$ cat src/rtl/mod_reduce_25519.sv
// Fixed-latency reduction of a 512-bit product modulo p = 2^255 - 19.
// Folds the high part down using 2^256 = 38 and 2^255 = 19 (mod p), then makes one conditional subtract.
module mod_reduce_25519 #(
    parameter int N = 256
) (
    input  logic           clk,
    input  logic           rst_n,
    input  logic           start,
    input  logic [2*N-1:0] prod,
    output logic [N-1:0]   result,
    output logic           busy,
    output logic           data_rdy
);

    typedef enum logic [2:0] {
        IDLE  = 3'd0,
        FOLD1 = 3'd1,
        FOLD2 = 3'd2,
        FOLD3 = 3'd3,
        CSUB  = 3'd4,
        DONE  = 3'd5
    } state_t;

    localparam logic [254:0] P255 = {{250{1'b1}}, 5'b01101};

    state_t       state;
    logic [511:0] w_p0;
    logic [262:0] w_p1;
    logic [255:0] w_p2;
    logic [254:0] w_p3;

    // w[255:0] + 38*w[511:256]; 38 = 32 + 4 + 2, bounded below 2^263
    function automatic logic [262:0] fold_38(input logic [511:0] v);
        logic [262:0] lo;
        logic [262:0] hi;
        lo = {7'd0, v[255:0]};
        hi = {7'd0, v[511:256]};
        return lo + (hi << 5) + (hi << 2) + (hi << 1);
    endfunction

    // v[254:0] + 19*v[262:255]; 19 = 16 + 2 + 1, bounded below 2^255 + 4845
    function automatic logic [255:0] fold_19_top(input logic [262:0] v);
        logic [255:0] lo;
        logic [255:0] t;
        lo = {1'b0, v[254:0]};
        t  = {248'd0, v[262:255]};
        return lo + (t << 4) + (t << 1) + t;
    endfunction

    // A set bit 255 implies the low part is tiny, so adding 19 cannot carry out
    function automatic logic [254:0] fold_19_bit(input logic [255:0] v);
        return v[254:0] + (v[255] ? 255'd19 : 255'd0);
    endfunction

    // Input is below 2^255 < 2p, so a single subtract canonicalises it
    function automatic logic [255:0] csub(input logic [254:0] v);
        if (v >= P255) begin
            return {1'b0, v - P255};
        end
        return {1'b0, v};
    endfunction

    always_ff @(posedge clk or negedge rst_n) begin
        if (!rst_n) begin
            state    <= IDLE;
            w_p0     <= '0;
            w_p1     <= '0;
            w_p2     <= '0;
            w_p3     <= '0;
            result   <= '0;
            busy     <= 1'b0;
            data_rdy <= 1'b0;
        end else begin
            data_rdy <= 1'b0;
            case (state)
                IDLE: begin
                    if (start) begin
                        w_p0  <= prod;
                        busy  <= 1'b1;
                        state <= FOLD1;
                    end
                end
                // stage 1: fold bits 511:256
                FOLD1: begin
                    w_p1  <= fold_38(w_p0);
                    state <= FOLD2;
                end
                // stage 2: fold bits 262:255
                FOLD2: begin
                    w_p2  <= fold_19_top(w_p1);
                    state <= FOLD3;
                end
                // stage 3: fold bit 255
                FOLD3: begin
                    w_p3  <= fold_19_bit(w_p2);
                    state <= CSUB;
                end
                // stage 4: canonical result
                CSUB: begin
                    result   <= csub(w_p3);
                    data_rdy <= 1'b1;
                    state    <= DONE;
                end
                DONE: begin
                    busy  <= 1'b0;
                    state <= IDLE;
                end
                default: begin
                    busy  <= 1'b0;
                    state <= IDLE;
                end
            endcase
        end
    end

endmodule
$ cat config.mk
export PLATFORM = sky130hd
export DESIGN_NAME = mod_reduce_25519
export DESIGN_NICKNAME = d
export VERILOG_FILES = /design/src/rtl/mod_reduce_25519.sv
export SDC_FILE = /design/constraint.sdc
export NUM_CORES = 2
export LEC_CHECK = 0
export ABC_AREA = 0
export BUFFER_PORTS_ARGS = -buffer_cell sky130_fd_sc_hd__buf_2
export CORE_MARGIN = 2
export CORE_UTILIZATION = 50
export CTS_CLUSTER_SIZE = 20
export DETAILED_ROUTE_END_ITERATION = 8
export GPL_ROUTABILITY_DRIVEN = 1
export HOLD_SLACK_MARGIN = 0.06
export PLACE_DENSITY = 0.68
export SLEW_MARGIN = 0
export SYNTH_ARGS = -nofsm -noshare
export SYNTH_HDL_FRONTEND = slang
export SYNTH_SLANG_ARGS = --single-unit
$ cat constraint.sdc
create_clock -name clk -period 6.25 [get_ports clk]
set_clock_uncertainty 0.15 [all_clocks]
set_input_delay 0.3125 -clock clk [delete_from_list [all_inputs] [get_ports clk]]
set_output_delay 0.3125 -clock clk [all_outputs]
set_load 0.005 [all_outputs]
==> qor_table.md <==
| Step | Parameter | This run |
|---|---|---|
| die | CORE AREA | 0.201 mm² |
| route | Met2 wire len | 164,000 µm |
| die | Initial cell density of the core | 0.502 |
| yosys | Syn Std Cell Area | 0.101 mm² |
| yosys | Dominant synthesized flop cell | sky130_fd_sc_hd__dfrtp_1 |
| flow run | Max-cap check violation count | 0 |
| global routing | First-pass GRT wire length | 590,000 µm |
| worst hold path | Path type of the worst min-delay path | in -> reg |
| route | Total detailed-routing wirelength | 396,000 µm |
| yosys | Number of warnings reported in the yosys synthesis log | 0 |
| sta | Final hold viol count | 0 |
| critical path | Worst path buffer plus inverter count | 6 |
| run status | Outcome | finished clean |
| route | Via/cell ratio | 5.96 |
| yosys | Cell taking the most area after synthesis | sky130_fd_sc_hd__dfrtp_1 |
| sta | Unrepaired setup endpoints after global routing | false |
| route | Routed length on met3 | 35,200 µm |
| global routing | Vias in the first global route | 90,800 |
| clock tree | Clock root buffer | sky130_fd_sc_hd__clkbuf_16 |
| critical path | Endpoint required time on the critical path | 6.80 ns |
| layout | Area growth from synthesis to layout | 20.5% |
| yosys | Fraction of synthesized cell area taken by the top area cell type | 0.383 |
| sta | Max Transition Viols Final | 0 |
| clock tree | Bufs on Longest Clock Path | 3 |
| critical path | Type of element capturing the critical path | flop |
| die | Top-level I/O count | 773 |
| route | Remaining number of nets flagged by the antenna check after routing | 0 |
| route | Drt first pass iters | 6 |
| global routing | Antenna violations before repair | 23 |
| route | Post-route DRC violation count | 0 |
| clock tree | Setup fix buffers added after clock tree synthesis | 0 |
| sta | Measured slew at the worst slew-check pin | 1.20 ns |
| global routing | Largest net degree at the start of global routing | 270 |
| critical path | Slowest stage delay, CP | 0.57 ns |
| route | Via Count | 94,400 |
| clock tree | Clock network latency to the later pin of the worst-skew pair | 0.85 ns |
| layout | Layout net count | 14,300 |
| clock tree | CTS H-tree lvls | 4 |
| critical path | CP arrival | 6.59 ns |
| yosys | Distinct cells, synth | 101 |
| die | Count of standard-cell rows | 165 |
| route | Highest routed layer | met5 |
| place | Detailed Place HPWL | 302,000 µm |
| clock tree | Clock tree from TritonCTS | built |
| yosys | Net count after synthesis | 12,900 |
| sta | Achievable Freq | 0.165 GHz |
| sta | Time the final worst path needs with I/O delays and setup | 6.05 ns |
| die | Area of the die | 0.206 mm² |
| place | Placer congestion estimate | 1.01 |
| yosys | Share of synthesized flip-flops with an asynchronous set or reset | 1.00 |
| clock tree | Post-CTS clock slew at the launch and capture registers of the worst setup and hold paths | 0.06 ns |
| clock tree | CTS sink count | 1,545 |
| critical path | Most prevalent standard cell on the critical path | sky130_fd_sc_hd__buf_4 |
| place | Standard cell area after detailed placement | 0.108 mm² |
| yosys | Most frequent cell after synthesis | sky130_fd_sc_hd__nand2_1 |
| sta | # setup viols final | 0 |
| yosys | Mapped Avg Cell Area | 8.70 µm² |
| yosys | Synth Instances | 11,600 |
| clock tree | Inserted Clock Buffers | 166 |
| die | Vertical die dimension | 454 µm |
| critical path | Worst setup path category | reg -> reg |
| yosys | Top cells by area in the synthesized netlist | sky130_fd_sc_hd__dfrtp_1 (38%), sky130_fd_sc_hd__fa_1 (10%), sky130_fd_sc_hd__o21ai_0 (7.7%), sky130_fd_sc_hd__nand2_1 (7.2%), sky130_fd_sc_hd__inv_1 (4.2%) |
| critical path | Nature of the critical path startpoint | flop |
| sta | Portion of the clock cycle consumed by the worst path in the final layout | 0.967 |
| route | Wire per inst | 25.0 µm |
| route | Met1 wire length | 187,000 µm |
| yosys | Proportion of synthesized chip area in sequential cells | 0.383 |
| global routing | Total routing usage reported by global routing | 0.379 |
| critical path | Critical path peak fanout | 8 |
| layout | Summed area of non-filler cells in the final layout | 0.122 mm² |
| critical path | Crit-path leading delay family | compound AO/OA/AOI/OAI gates |
| layout | Share of cells above drive strength 1 | 0.112 |
| die | Width of the chip | 454 µm |
| critical path | Critical path's slowest cell | sky130_fd_sc_hd__fa_1 |
| layout | Number of inserted filler cells in the final layout | 16,800 |
| critical path | Cell chain of the critical path | inv_1 -> fa_1 -> inv_1 -> fa_1 -> ha_1 -> nand4_1 -> nor3_2 -> nand4_1 -> buf_4 -> a2111oi_2 -> buf_4 -> nor3_2 -> o21ai_1 -> buf_4 -> a21oi_1 -> o311ai_0 -> buf_4 -> a21oi_1 -> o21ai_0 -> xnor2_1 -> o21ai_0 |
| sta | Remaining max-slew budget at the tightest pin | 0.201 |
| place | Port-buffer cells | 771 |
| yosys | Post-synth EDFFs | 0 |
| yosys | Register bit count reported by yosys | 1,545 |
| route | Starting DRC count in detailed routing | 12,000 |
| yosys | Most frequent cells after synthesis | sky130_fd_sc_hd__nand2_1 (1,939), sky130_fd_sc_hd__o21ai_0 (1,548), sky130_fd_sc_hd__dfrtp_1 (1,545) |
| global routing | Global route overflow | 0 |
[worst paths after layout]
check / start / to / slack, ns / cells after the start
worst min register to register: w_p0[0]$_DFFE_PN0P_ / w_p1[0]$_DFFE_PN0P_ / 0.31 / 2
min in group asynchronous: rst_n / w_p0[101]$_DFFE_PN0P_ / 0.12 / 3
worst max register to register: w_p0[292]$_DFFE_PN0P_ / w_p1[253]$_DFFE_PN0P_ / 0.20 / 21
worst min-delay path: prod[301] / w_p0[301]$_DFFE_PN0P_ / 0.11 / 4
max in group asynchronous: rst_n / w_p1[250]$_DFFE_PN0P_ / 4.53 / 4
worst max-delay path: w_p0[292]$_DFFE_PN0P_ / w_p1[253]$_DFFE_PN0P_ / 0.20 / 21
[sequential cells by signal, indices dropped and copies added (netlist names)]
signal	count
w_p0	512
w_p1	262
w_p2	256
result	255
w_p3	255
state	3
busy	1
data_rdy	1
[kinds of logic after synthesis]
family                   count (synthesis)  share of synthesized area
multiplexers                            42                    0.00468
AND/OR/NAND/NOR                       3919                      0.180
AO/OA/AOI/OAI                         2879                      0.167
flip-flops                            1545                      0.383
adder cells (fa/ha/maj)                812                      0.139
other                                    1                  0.0000371
buffers and inverters                 1657                     0.0618
XOR/XNOR                               757                     0.0656
[layer usage]
| metal | global-route usage | vias up |
|---|---|---|
| met5 | 0 | - |
| met4 | 0.0912 | 4 |
| met1 | 0.603 | 46600 |
| met2 | 0.535 | 5033 |
| li1 | - | 42200 |
| met3 | 0.0578 | 590 |
[cell type report]
type                       instances  area (µm²)  share of cell area
timing repair buffer            1767       13400               0.110
clock inverter                    72        1040             0.00857
antenna                           18        45.0            0.000370
inverter                        1125        4220              0.0347
sequential                      1545       38700               0.317
multi-input combinational       8410       56300               0.462
clock buffer                     228        4730              0.0388
tap                             2672        3340              0.0274
[what timing repair did]
item | 4_1_cts | 5_1_grt
hold endpoints to repair | 774 | 0
hold buffers | 749 | 0
endpoints found under the setup margin | 3 | 23
resized for setup | 3 | 21
[worst min-delay path, stage by stage]
cell and delay, ns:
sky130_fd_sc_hd__dlygate4sd3_1 0.51, sky130_fd_sc_hd__buf_2 0.11, sky130_fd_sc_hd__nand2_1 0.05, sky130_fd_sc_hd__o21ai_0 0.07
[per-stage QoR]
stage | setup TNS [ns] | setup WS (ns) | util | hold WS, ns | std cells
floorplan | 0 | 1.36 | - | -0.133 | 11600
global placement | -0.135 | -0.117 | 0.538 | 0.223 | 14800
detailed placement | -0.235 | -0.160 | 0.538 | 0.239 | 14800
CTS | 0 | 0.0187 | 0.604 | 0.0601 | 15800
global route | 0 | 0.00718 | 0.604 | 0.0863 | 15800
finish | 0 | 0.203 | 0.605 | 0.108 | 15800
[layout by cell type, fill, tap and decap left out, drive strengths merged, types with 18 or more instances in the layout]
cell and instances:
nand4 392, or2 40, nand3 298, fa 519, a21o 112, nor3 213
a22o 250, o21a 49, a31oi 36, xnor2 454, o21bai 120, xor2 303
dlygate4sd3 748, nor2 555, diode 18, dfrtp 1545, o31ai 29, or4 23
or3 44, o211ai 20, ha 293, nand2b 22, and2 43, nor4 104
inv 1132, buf 1019, a21boi 29, mux2 42, nor2b 20, a21oi 539
and3 141, clkbuf 228, o21ai 1562, and4 47, nand2 1940, a211oi 18
clkinv 48
Power is left out: the tool's default activity adds up to more than one toggle a clock period on the data nets, which glitch-free logic cannot reach.
